$ cat src/rtl/shiftreg_ctrl_pkg.sv
// Shared definitions for the shift register sequencer: state encoding,
// job mode constants and the SHIFT exit decision.
package shiftreg_ctrl_pkg;

    localparam logic [2:0] ST_IDLE    = 3'd0;
    localparam logic [2:0] ST_LOAD    = 3'd1;
    localparam logic [2:0] ST_SHIFT   = 3'd2;
    localparam logic [2:0] ST_CAPTURE = 3'd3;
    localparam logic [2:0] ST_DONE    = 3'd4;

    localparam logic MODE_TX = 1'b0;
    localparam logic MODE_RX = 1'b1;

    typedef enum logic [2:0] {
        S_IDLE    = ST_IDLE,
        S_LOAD    = ST_LOAD,
        S_SHIFT   = ST_SHIFT,
        S_CAPTURE = ST_CAPTURE,
        S_DONE    = ST_DONE
    } state_t;

    // RX jobs still need the parallel capture; TX jobs are finished.
    function automatic state_t shift_exit_state(input logic mode);
        if (mode == MODE_RX) begin
            return S_CAPTURE;
        end else begin
            return S_DONE;
        end
    endfunction

endpackage

$ cat src/rtl/shiftreg_ctrl_if.sv
// Bus-side handshake and shift register control signals of the sequencer.
// The slave modport is the controller's view, the master modport the driver's.
interface shiftreg_ctrl_if #(
    parameter int SIZE = 8
);
    logic            Start;
    logic            Mode;
    logic            Abort;
    logic [SIZE-1:0] TxData;
    logic [SIZE-1:0] SrDataOut;
    logic            Ready;
    logic            Busy;
    logic            SrLoad;
    logic            SrEn;
    logic [SIZE-1:0] SrDataIn;
    logic [SIZE-1:0] RxData;
    logic            Done;

    modport slave (
        input  Start, Mode, Abort, TxData, SrDataOut,
        output Ready, Busy, SrLoad, SrEn, SrDataIn, RxData, Done
    );

    modport master (
        output Start, Mode, Abort, TxData, SrDataOut,
        input  Ready, Busy, SrLoad, SrEn, SrDataIn, RxData, Done
    );
endinterface

$ cat src/rtl/shiftreg_ctrl_bit_timer.sv
// Bit period divider: counts 0..DIV-1 while Run is high and flags the last
// cycle of each period as the shift strobe.
module bit_timer #(
    parameter int DIV   = 1,
    parameter int CNT_W = 8
) (
    input  logic Clk,
    input  logic Rst,
    input  logic Clr,
    input  logic Run,
    output logic Strobe
);

    localparam logic [CNT_W-1:0] CNT_LAST = CNT_W'(DIV - 1);

    logic [CNT_W-1:0] div_cnt_q;
    logic [CNT_W-1:0] div_cnt_d;

    // Next divider count: clear, wrap at the period end, or advance.
    always_comb begin
        div_cnt_d = div_cnt_q;
        if (Clr) begin
            div_cnt_d = {CNT_W{1'b0}};
        end else if (Run) begin
            if (div_cnt_q == CNT_LAST) begin
                div_cnt_d = {CNT_W{1'b0}};
            end else begin
                div_cnt_d = div_cnt_q + CNT_W'(1);
            end
        end else begin
            div_cnt_d = div_cnt_q;
        end
    end

    // Divider count register.
    always_ff @(posedge Clk or posedge Rst) begin
        if (Rst) begin
            div_cnt_q <= {CNT_W{1'b0}};
        end else begin
            div_cnt_q <= div_cnt_d;
        end
    end

    // Only compared against DIV-1, so a DIV of 1 keeps the strobe high.
    assign Strobe = Run && (div_cnt_q == CNT_LAST);

endmodule

$ cat src/rtl/shiftreg_ctrl.sv
// Sequencer for an 8-bit non-cyclic shift register: TX loads and shifts a
// word out, RX shifts a word in and captures it. Outputs decode registered state.
module shiftreg_ctrl
    import shiftreg_ctrl_pkg::*;
#(
    parameter int SIZE  = 8,
    parameter int DIV   = 1,
    parameter int CNT_W = 8
) (
    input logic           Clk,
    input logic           Rst,
    shiftreg_ctrl_if.slave bus
);

    localparam int              BIT_W    = $clog2(SIZE + 1);
    localparam logic [BIT_W-1:0] BIT_LAST = BIT_W'(SIZE - 1);

    state_t            state_q;
    state_t            state_d;
    logic [BIT_W-1:0]  bit_cnt_q;
    logic [BIT_W-1:0]  bit_cnt_d;
    logic [SIZE-1:0]   data_q;
    logic [SIZE-1:0]   data_d;
    logic              mode_q;
    logic              mode_d;
    logic [SIZE-1:0]   rx_data_q;
    logic [SIZE-1:0]   rx_data_d;
    logic              strobe;
    logic              timer_clr;
    logic              timer_run;

    // Divider runs only in SHIFT and restarts from zero on each entry.
    assign timer_run = (state_q == S_SHIFT);
    assign timer_clr = (state_q != S_SHIFT);

    bit_timer #(
        .DIV   (DIV),
        .CNT_W (CNT_W)
    ) u_bit_timer (
        .Clk    (Clk),
        .Rst    (Rst),
        .Clr    (timer_clr),
        .Run    (timer_run),
        .Strobe (strobe)
    );

    // Next-state logic; Abort overrides everything, including a Start in IDLE.
    always_comb begin
        state_d   = state_q;
        bit_cnt_d = bit_cnt_q;
        data_d    = data_q;
        mode_d    = mode_q;
        rx_data_d = rx_data_q;
        if (bus.Abort) begin
            state_d = S_IDLE;
        end else begin
            case (state_q)
                S_IDLE: begin
                    if (bus.Start) begin
                        data_d    = bus.TxData;
                        mode_d    = bus.Mode;
                        bit_cnt_d = {BIT_W{1'b0}};
                        if (bus.Mode == MODE_RX) begin
                            state_d = S_SHIFT;
                        end else begin
                            state_d = S_LOAD;
                        end
                    end else begin
                        state_d = S_IDLE;
                    end
                end
                S_LOAD: begin
                    state_d = S_SHIFT;
                end
                S_SHIFT: begin
                    if (strobe) begin
                        bit_cnt_d = bit_cnt_q + BIT_W'(1);
                        if (bit_cnt_q == BIT_LAST) begin
                            state_d = shift_exit_state(mode_q);
                        end else begin
                            state_d = S_SHIFT;
                        end
                    end else begin
                        state_d = S_SHIFT;
                    end
                end
                S_CAPTURE: begin
                    rx_data_d = bus.SrDataOut;
                    state_d   = S_DONE;
                end
                S_DONE: begin
                    state_d = S_IDLE;
                end
                default: begin
                    state_d = S_IDLE;
                end
            endcase
        end
    end

    // State, counter and data registers.
    always_ff @(posedge Clk or posedge Rst) begin
        if (Rst) begin
            state_q   <= S_IDLE;
            bit_cnt_q <= {BIT_W{1'b0}};
            data_q    <= {SIZE{1'b0}};
            mode_q    <= MODE_TX;
            rx_data_q <= {SIZE{1'b0}};
        end else begin
            state_q   <= state_d;
            bit_cnt_q <= bit_cnt_d;
            data_q    <= data_d;
            mode_q    <= mode_d;
            rx_data_q <= rx_data_d;
        end
    end

    assign bus.Ready    = (state_q == S_IDLE);
    assign bus.Busy     = (state_q != S_IDLE);
    assign bus.SrLoad   = (state_q == S_LOAD);
    assign bus.SrEn     = strobe;
    assign bus.SrDataIn = (state_q == S_LOAD) ? data_q : {SIZE{1'b0}};
    assign bus.RxData   = rx_data_q;
    assign bus.Done     = (state_q == S_DONE);

endmodule

$ cat src/flat_wrapper.sv
// flat-port wrapper written by rule: the top's interface ports become plain ports
module shiftreg_ctrl_flat import shiftreg_ctrl_pkg::*;
#(
    parameter int SIZE  = 8,
    parameter int DIV   = 1,
    parameter int CNT_W = 8
)
  (Clk, Rst, bus_Start, bus_Mode, bus_Abort, bus_TxData, bus_SrDataOut, bus_Ready, bus_Busy, bus_SrLoad, bus_SrEn, bus_SrDataIn, bus_RxData, bus_Done);
  shiftreg_ctrl_if #(.SIZE(SIZE)) bus_i ();
  input logic Clk;
  input logic Rst;
  input wire logic [$bits(bus_i.Start)-1:0] bus_Start;
  input wire logic [$bits(bus_i.Mode)-1:0] bus_Mode;
  input wire logic [$bits(bus_i.Abort)-1:0] bus_Abort;
  input wire logic [$bits(bus_i.TxData)-1:0] bus_TxData;
  input wire logic [$bits(bus_i.SrDataOut)-1:0] bus_SrDataOut;
  output wire logic [$bits(bus_i.Ready)-1:0] bus_Ready;
  output wire logic [$bits(bus_i.Busy)-1:0] bus_Busy;
  output wire logic [$bits(bus_i.SrLoad)-1:0] bus_SrLoad;
  output wire logic [$bits(bus_i.SrEn)-1:0] bus_SrEn;
  output wire logic [$bits(bus_i.SrDataIn)-1:0] bus_SrDataIn;
  output wire logic [$bits(bus_i.RxData)-1:0] bus_RxData;
  output wire logic [$bits(bus_i.Done)-1:0] bus_Done;
  assign bus_i.Start = bus_Start;
  assign bus_i.Mode = bus_Mode;
  assign bus_i.Abort = bus_Abort;
  assign bus_i.TxData = bus_TxData;
  assign bus_i.SrDataOut = bus_SrDataOut;
  assign bus_Ready = bus_i.Ready;
  assign bus_Busy = bus_i.Busy;
  assign bus_SrLoad = bus_i.SrLoad;
  assign bus_SrEn = bus_i.SrEn;
  assign bus_SrDataIn = bus_i.SrDataIn;
  assign bus_RxData = bus_i.RxData;
  assign bus_Done = bus_i.Done;
  shiftreg_ctrl #(.SIZE(SIZE), .DIV(DIV), .CNT_W(CNT_W)) u_core (.Clk(Clk), .Rst(Rst), .bus(bus_i));
endmodule
$ cat config.mk
export PLATFORM = sky130hd
export DESIGN_NAME = shiftreg_ctrl_flat
export DESIGN_NICKNAME = d
export VERILOG_FILES = /design/src/rtl/shiftreg_ctrl_pkg.sv /design/src/rtl/shiftreg_ctrl_if.sv /design/src/rtl/shiftreg_ctrl_bit_timer.sv /design/src/rtl/shiftreg_ctrl.sv /design/src/flat_wrapper.sv
export SDC_FILE = /design/constraint.sdc
export NUM_CORES = 1
export LEC_CHECK = 0
export CORE_ASPECT_RATIO = 0.9
export CORE_MARGIN = 2
export CORE_UTILIZATION = 55
export CTS_BUF_LIST = sky130_fd_sc_hd__clkbuf_8
export CTS_CLUSTER_SIZE = 14
export DETAILED_ROUTE_END_ITERATION = 10
export DONT_BUFFER_PORTS = 1
export GPL_TIMING_DRIVEN = 0
export PLACE_DENSITY = 0.71
export SYNTH_ARGS = -nofsm -noshare
export SYNTH_HDL_FRONTEND = slang
export SYNTH_SLANG_ARGS = --single-unit
$ cat constraint.sdc
create_clock -name Clk -period 1.34 [get_ports Clk]
set_input_delay 0.201 -clock Clk [delete_from_list [all_inputs] [get_ports Clk]]
set_output_delay 0.201 -clock Clk [all_outputs]
set_load 0.005 [all_outputs]
==> After elaboration in Yosys (flattened, before gate mapping) <==
Cells that the tools add are included.
{ "totals": {"reg_bits": 32, "input_bits": 21, "out_inout_bits": 21, "wordCells": 40} }
{ "classes": {"add_sub_neg": 2, "eq_ne": 8, "mux": 14, "bitwise_logic": 1, "n_reduce_logical": 9} }
{ "op_table": {"columns": ["cell", "n"], "rows": [
  ["2-to-1 mux 8 bit", 4],
  ["2-to-1 mux 3 bit", 4],
  ["case mux 3 bit (4 select lines)", 1],
  ["adder 8 x 1 -> 8 bit (second input constant)", 1],
  ["logical NOT 8 bit", 1],
  ["2-to-1 mux 4 bit", 2],
  ["case mux 4 bit (2 select lines)", 1],
  ["== test 3 x 2 -> 1 bit (second input constant)", 2],
  ["adder 4 x 1 -> 4 bit (second input constant)", 1],
  ["== test 4 x 3 -> 1 bit (second input constant)", 1],
  ["2-to-1 mux 2 bit", 2],
  ["inequality test 2 bit (second input constant)", 2],
  ["AND reduction 4 bit", 1],
  ["nonzero test 2 bit", 2],
  ["== test 3 x 1 -> 1 bit (second input constant)", 1],
  ["== test 3 bit (second input constant)", 1],
  ["logical NOT 3 bit", 1],
  ["inequality test 3 x 2 -> 1 bit (second input constant)", 1],
  ["AND reduction 3 bit", 1],
  ["nonzero test 3 bit", 1],
  ["AND reduction 2 bit", 1],
  ["logical AND 1 bit", 1],
  ["inverter 1 bit", 1]
]} }

==> Logic depth before layout (Yosys ltp) <==
Gate-level depths: netlist of the first run.
{ "depth": {"word_depth": 5, "depth_mapped": 6, "mapped_depth_nobuf": 6} }

==> Modules after synthesis <==
A second synthesis of the first run with hierarchy kept.
{ "unflattened": {"hier_cells": 137, "area_unflattened_um2": 1615.3} }
{ "modules_own_cells": {"columns": ["mod", "n_inst", "cells_each", "area_each_um2", "seq_area_each_um2"], "rows": [
  ["shiftreg_ctrl", 1, 88, 1137.3, 600.6],
  ["bit_timer", 1, 49, 478.0, 200.2]
]} }

==> Worst setup path after synthesis of the first run <==
OpenSTA, ideal clock, no wires.
{ "synth_path": {"kind": "register -> register", "start": "register u_core.u_bit_timer.div_cnt_q[0]", "end": "register u_core.bit_cnt_q[1]", "setup_ns": 0.120, "arrival_time_ns": 1.361, "required_ns": 1.220, "slack_ns": -0.141, "path_stages_with_launch": 7, "path_buffers": 0, "period_less_slack_ns": 1.481, "cell_sequence": "dfrtp_1 > inv_1 > ha_1 > nor3b_2 > nand4_2 > and3_1 > a31o_1"} }
{ "synth_via": {"elab_chain_len": 4} }
{ "synth_lines": {"columns": ["item", "line", "text"], "rows": [
  ["start: declaration", "shiftreg_ctrl_bit_timer.sv:16", "logic [CNT_W-1:0] div_cnt_q;"],
  ["start signal: assignment", "shiftreg_ctrl_bit_timer.sv:38", "div_cnt_q <= {CNT_W{1'b0}};"],
  ["start signal: assignment", "shiftreg_ctrl_bit_timer.sv:40", "div_cnt_q <= div_cnt_d;"],
  ["logical NOT 8 bit", "shiftreg_ctrl_bit_timer.sv:45", "assign Strobe = Run && (div_cnt_q == CNT_LAST);"],
  ["logical AND 1 bit", "shiftreg_ctrl_bit_timer.sv:45", null],
  ["inequality test 2 bit (no source line)", null, null],
  ["AND reduction 4 bit (no source line)", null, null],
  ["end signal: assignment", "shiftreg_ctrl.sv:105", "bit_cnt_q <= {BIT_W{1'b0}};"],
  ["end signal: assignment", "shiftreg_ctrl.sv:111", "bit_cnt_q <= bit_cnt_d;"],
  ["end: declaration", "shiftreg_ctrl.sv:20", "logic [BIT_W-1:0] bit_cnt_q;"]
]} }
Every way passes these cells.
A chain may end at the register's enable or synchronous reset.

==> Worst setup path in the final report of the first run <==
{ "layout_path": {"start": "register u_core.u_bit_timer.div_cnt_q[4]", "end": "output port bus_SrEn"} }
{ "layout_via": {"elab_chain_len": 2} }
{ "layout_lines": {"columns": ["item", "line", "text"], "rows": [
  ["logical NOT 8 bit", "shiftreg_ctrl_bit_timer.sv:45", null],
  ["logical AND 1 bit", "shiftreg_ctrl_bit_timer.sv:45", null],
  ["end: declaration", "flat_wrapper.sv:20", "output wire logic [$bits(bus_i.SrEn)-1:0] bus_SrEn;"]
]} }
Every way passes these cells.

==> results.md, run 1 <==
- Run status: finished with violations
- Failing checks: setup timing
- Crit path kind: flop to output pin
- P&R area growth vs syn: 30.7%
- Async SR Flop Fraction: 100%
- Grt total ovfl: 0
- Critical Path Source: u_core.u_bit_timer.div_cnt_q[4]
- Non-filler cells, final: ~190
- Post-synth EDFFs: 0
- First-pass GRT wire length: between 4000 and 5000 µm
- Number of distinct library cells after synthesis: 31
- Gr usage total: 21.0%
- Final hold viol count: 0
- Residual DRC: 0
- RSZ-0062 raised after global routing: yes
- #FFs+latches synth: 32
- Synth warn: 0
- Max-cap violation count: 0
- Chip Height: approximately 54 µm
- Pin count of the biggest net entering global routing: 33
- CTS Buffer Depth: 2
- Vias: ~1200
- Setup WS post-layout: -0.313 ns
- Die area: about 3200 µm²
- CTS root buffer: clkbuf_8
- Layout Skew: roughly 0.0056 ns
- Detailed Route WL: between 3000 and 4000 µm
- Most common cell after layout, fill and taps aside: dfrtp_1
- Avg WL per Cell: between 15 and 20 µm
- Main flop type after synthesis: dfrtp_1
- Fmax: 0.605 GHz
- Top cells by area, synth: dfrtp_1 52%, mux2_2 12%, nand3_1 4.2%, and2_1 4.1%, xor2_1 2.9%
- Max-slew violations: 0
- Final TNS setup: -7.68 ns
- Layout cell share with drive strength beyond 1: a little over two fifths
- Cell accounting for the most synthesized area: dfrtp_1
- Post-route ant nets: 0
- Post-DR vias/cell: about 6.1
- Worst EP required: approximately 1.1 ns
- Utilization after layout: 74.3%
- IO buf count: 0
- Pre-antenna DRT Iters: 4
- Vias in the first global route: just over 1000
- Worst Setup Start Kind: flop
- Critical path peak fanout: 4
- Top Ports: 42
- Share of the yosys chip area belonging to registers: around 52%
- Min Tclk post-route: 1.65 ns
- Core box area: between 2000 and 3000 µm²
- Hold Path Cell Cnt: 1
- Synth top area share: approximately 52%
- Clock transition at the registers of the reported paths: ~0.06 ns
- Mapped Cells: about 130
- Hold Path Class: input pin to flop
- Setup crit end kind: output pin
- Die Wd: 59.7 µm
- Rel. slew slack: 73.2%
- Fin crit share: 123%
- Antenna violations before repair: 0
- Reg2Reg Depth: 7
- Worst min-delay path startpoint: bus_TxData[7]
- FP Rows: 18
- CTS Buf Count: 5
- Leakage power: between 0.9 and 1 nW
- CTS tree: yes
- # setup viols final: 44
- Worst-Skew Late Latency: ~0.28 ns
- Initial DRC Count: just over 70
- # diodes: 0
- Post-DP HPWL: just over 2000 µm
- Sink Count: 32
- Final #Nets: around 190
- Syn_nets: between 150 and 200
- Slew @ Worst Pin: between 0.3 and 0.4 ns
- PwrDens: around 1100 nW/µm²
- Peak supply drop: a little over 0.0009 V
- Most frequent cells in the layout: 29 x dfrtp_1, 14 x buf_4, 12 x nand3_1
- Worst EP arrival: 1.45 ns
- Placed cells: between 150 and 200
- Synth Cell Area: around 1500 µm²
- Worst reg2reg startpoint: u_core.u_bit_timer.div_cnt_q[1]
- Syn Area/Cell: 11.5 µm²
- Routability cong.: between 0.7 and 0.8
- Initial Util: 56.8%
- H-tree depth: 2
[synthesized netlist by cell type, drive strengths merged (3+ instances only)]
library cell and n:
nor2 10, xor2 5, dfrtp 32, mux2 17
inv 5, nand2 5, nand3 14, ha 3
and3 6, nor3 3, buf 3, nor3b 3
and2 11
[state kept, by name, indices dropped and copies added (netlist names)]
signal / cells
u_core.bit_cnt_q: 4
u_core.bus.RxData: 8
u_core.data_q: 8
u_core.mode_q: 1
u_core.state_q: 3
u_core.u_bit_timer.div_cnt_q: 8
[metrics by stage]
stage                     power [W]  worst slack, ns  hold WS (ns)  area [µm²]
after CTS                   0.00213           -0.216        0.0629        1740
after floorplan             0.00139           -0.101         0.317        1550
after detailed placement    0.00145           -0.236         0.356        1580
after global placement      0.00144           -0.205         0.352        1580
final                       0.00223           -0.313        0.0700        2010
after global routing        0.00233           -0.352        0.0592        2010
[where the power goes]
part	internal (W)	switching, W	leakage, nW
Clock	0.000344	0.000317	0.0452
Combinational	0.000218	0.000155	0.489
Sequential	0.00110	0.0000949	0.414
Total	0.00166	0.000567	0.949
[kinds of logic after synthesis]
| group | count (synthesis) | synth area share (%) |
|---|---|---|
| and+or+nand+nor | 58 | 23.1 |
| buffers and inverters | 8 | 2.36 |
| AOI/OAI and AO/OA | 9 | 3.99 |
| DFF | 32 | 52.2 |
| muxes | 17 | 12.5 |
| adders and majority gates | 3 | 2.45 |
| xor gates and xnor gates | 6 | 3.42 |
[cell type report]
class | instances | area [µm²]
clock buffer | 5 | 68.8
buffer | 3 | 41.3
tap | 30 | 37.5
inverter | 5 | 18.8
clock inverter | 2 | 8.76
multi-input combinational | 94 | 831
fill | 166 | 696
timing repair buffer | 20 | 196
sequential | 32 | 805
[what timing repair did]
item | in CTS | in global routing
setup buffers | 6 | 11
gates resized for setup | 8 | 32
cloned | 1 | 1
pin swaps | 5 | 13
hold endpoints to repair | 0 | 8
hold buffers | 0 | 1
endpoints found under the setup margin | 40 | 43
[worst max-delay path, stage by stage, from the launching register on]
cell,delay (ns)
dfrtp_2,0.44
nor4_4,0.44
nand3_2,0.19
inv_2,0.10
[layer usage]
metal	vias to the layer above	routed length (µm)	share of wire [%]	global-route usage, %
met5	-	0	0	0
li1	523	-	-	-
met3	10	283	7.8	6.49
met2	63	1800	49	31.5
met4	0	61	1.7	10.7
met1	577	1490	41	27.3
[worst paths after layout]
kind / to / slack (ns)
max in group asynchronous: u_core.state_q[2] / 0.52
max: bus_SrEn / -0.31
min in group asynchronous: u_core.data_q[2] / 0.36
max reg2reg: u_core.state_q[1] / -0.29
min reg2reg: u_core.data_q[0] / 0.50
min: u_core.data_q[7] / 0.07
No activity file was read; power rests on OpenSTA's default activity.
==> run 2, diff against run 1 <==
CAP_MARGIN = 5   (was unset)
==> results of run 2 <==
Same layout as run 1: the final DEF is identical, and so are final timing and power.
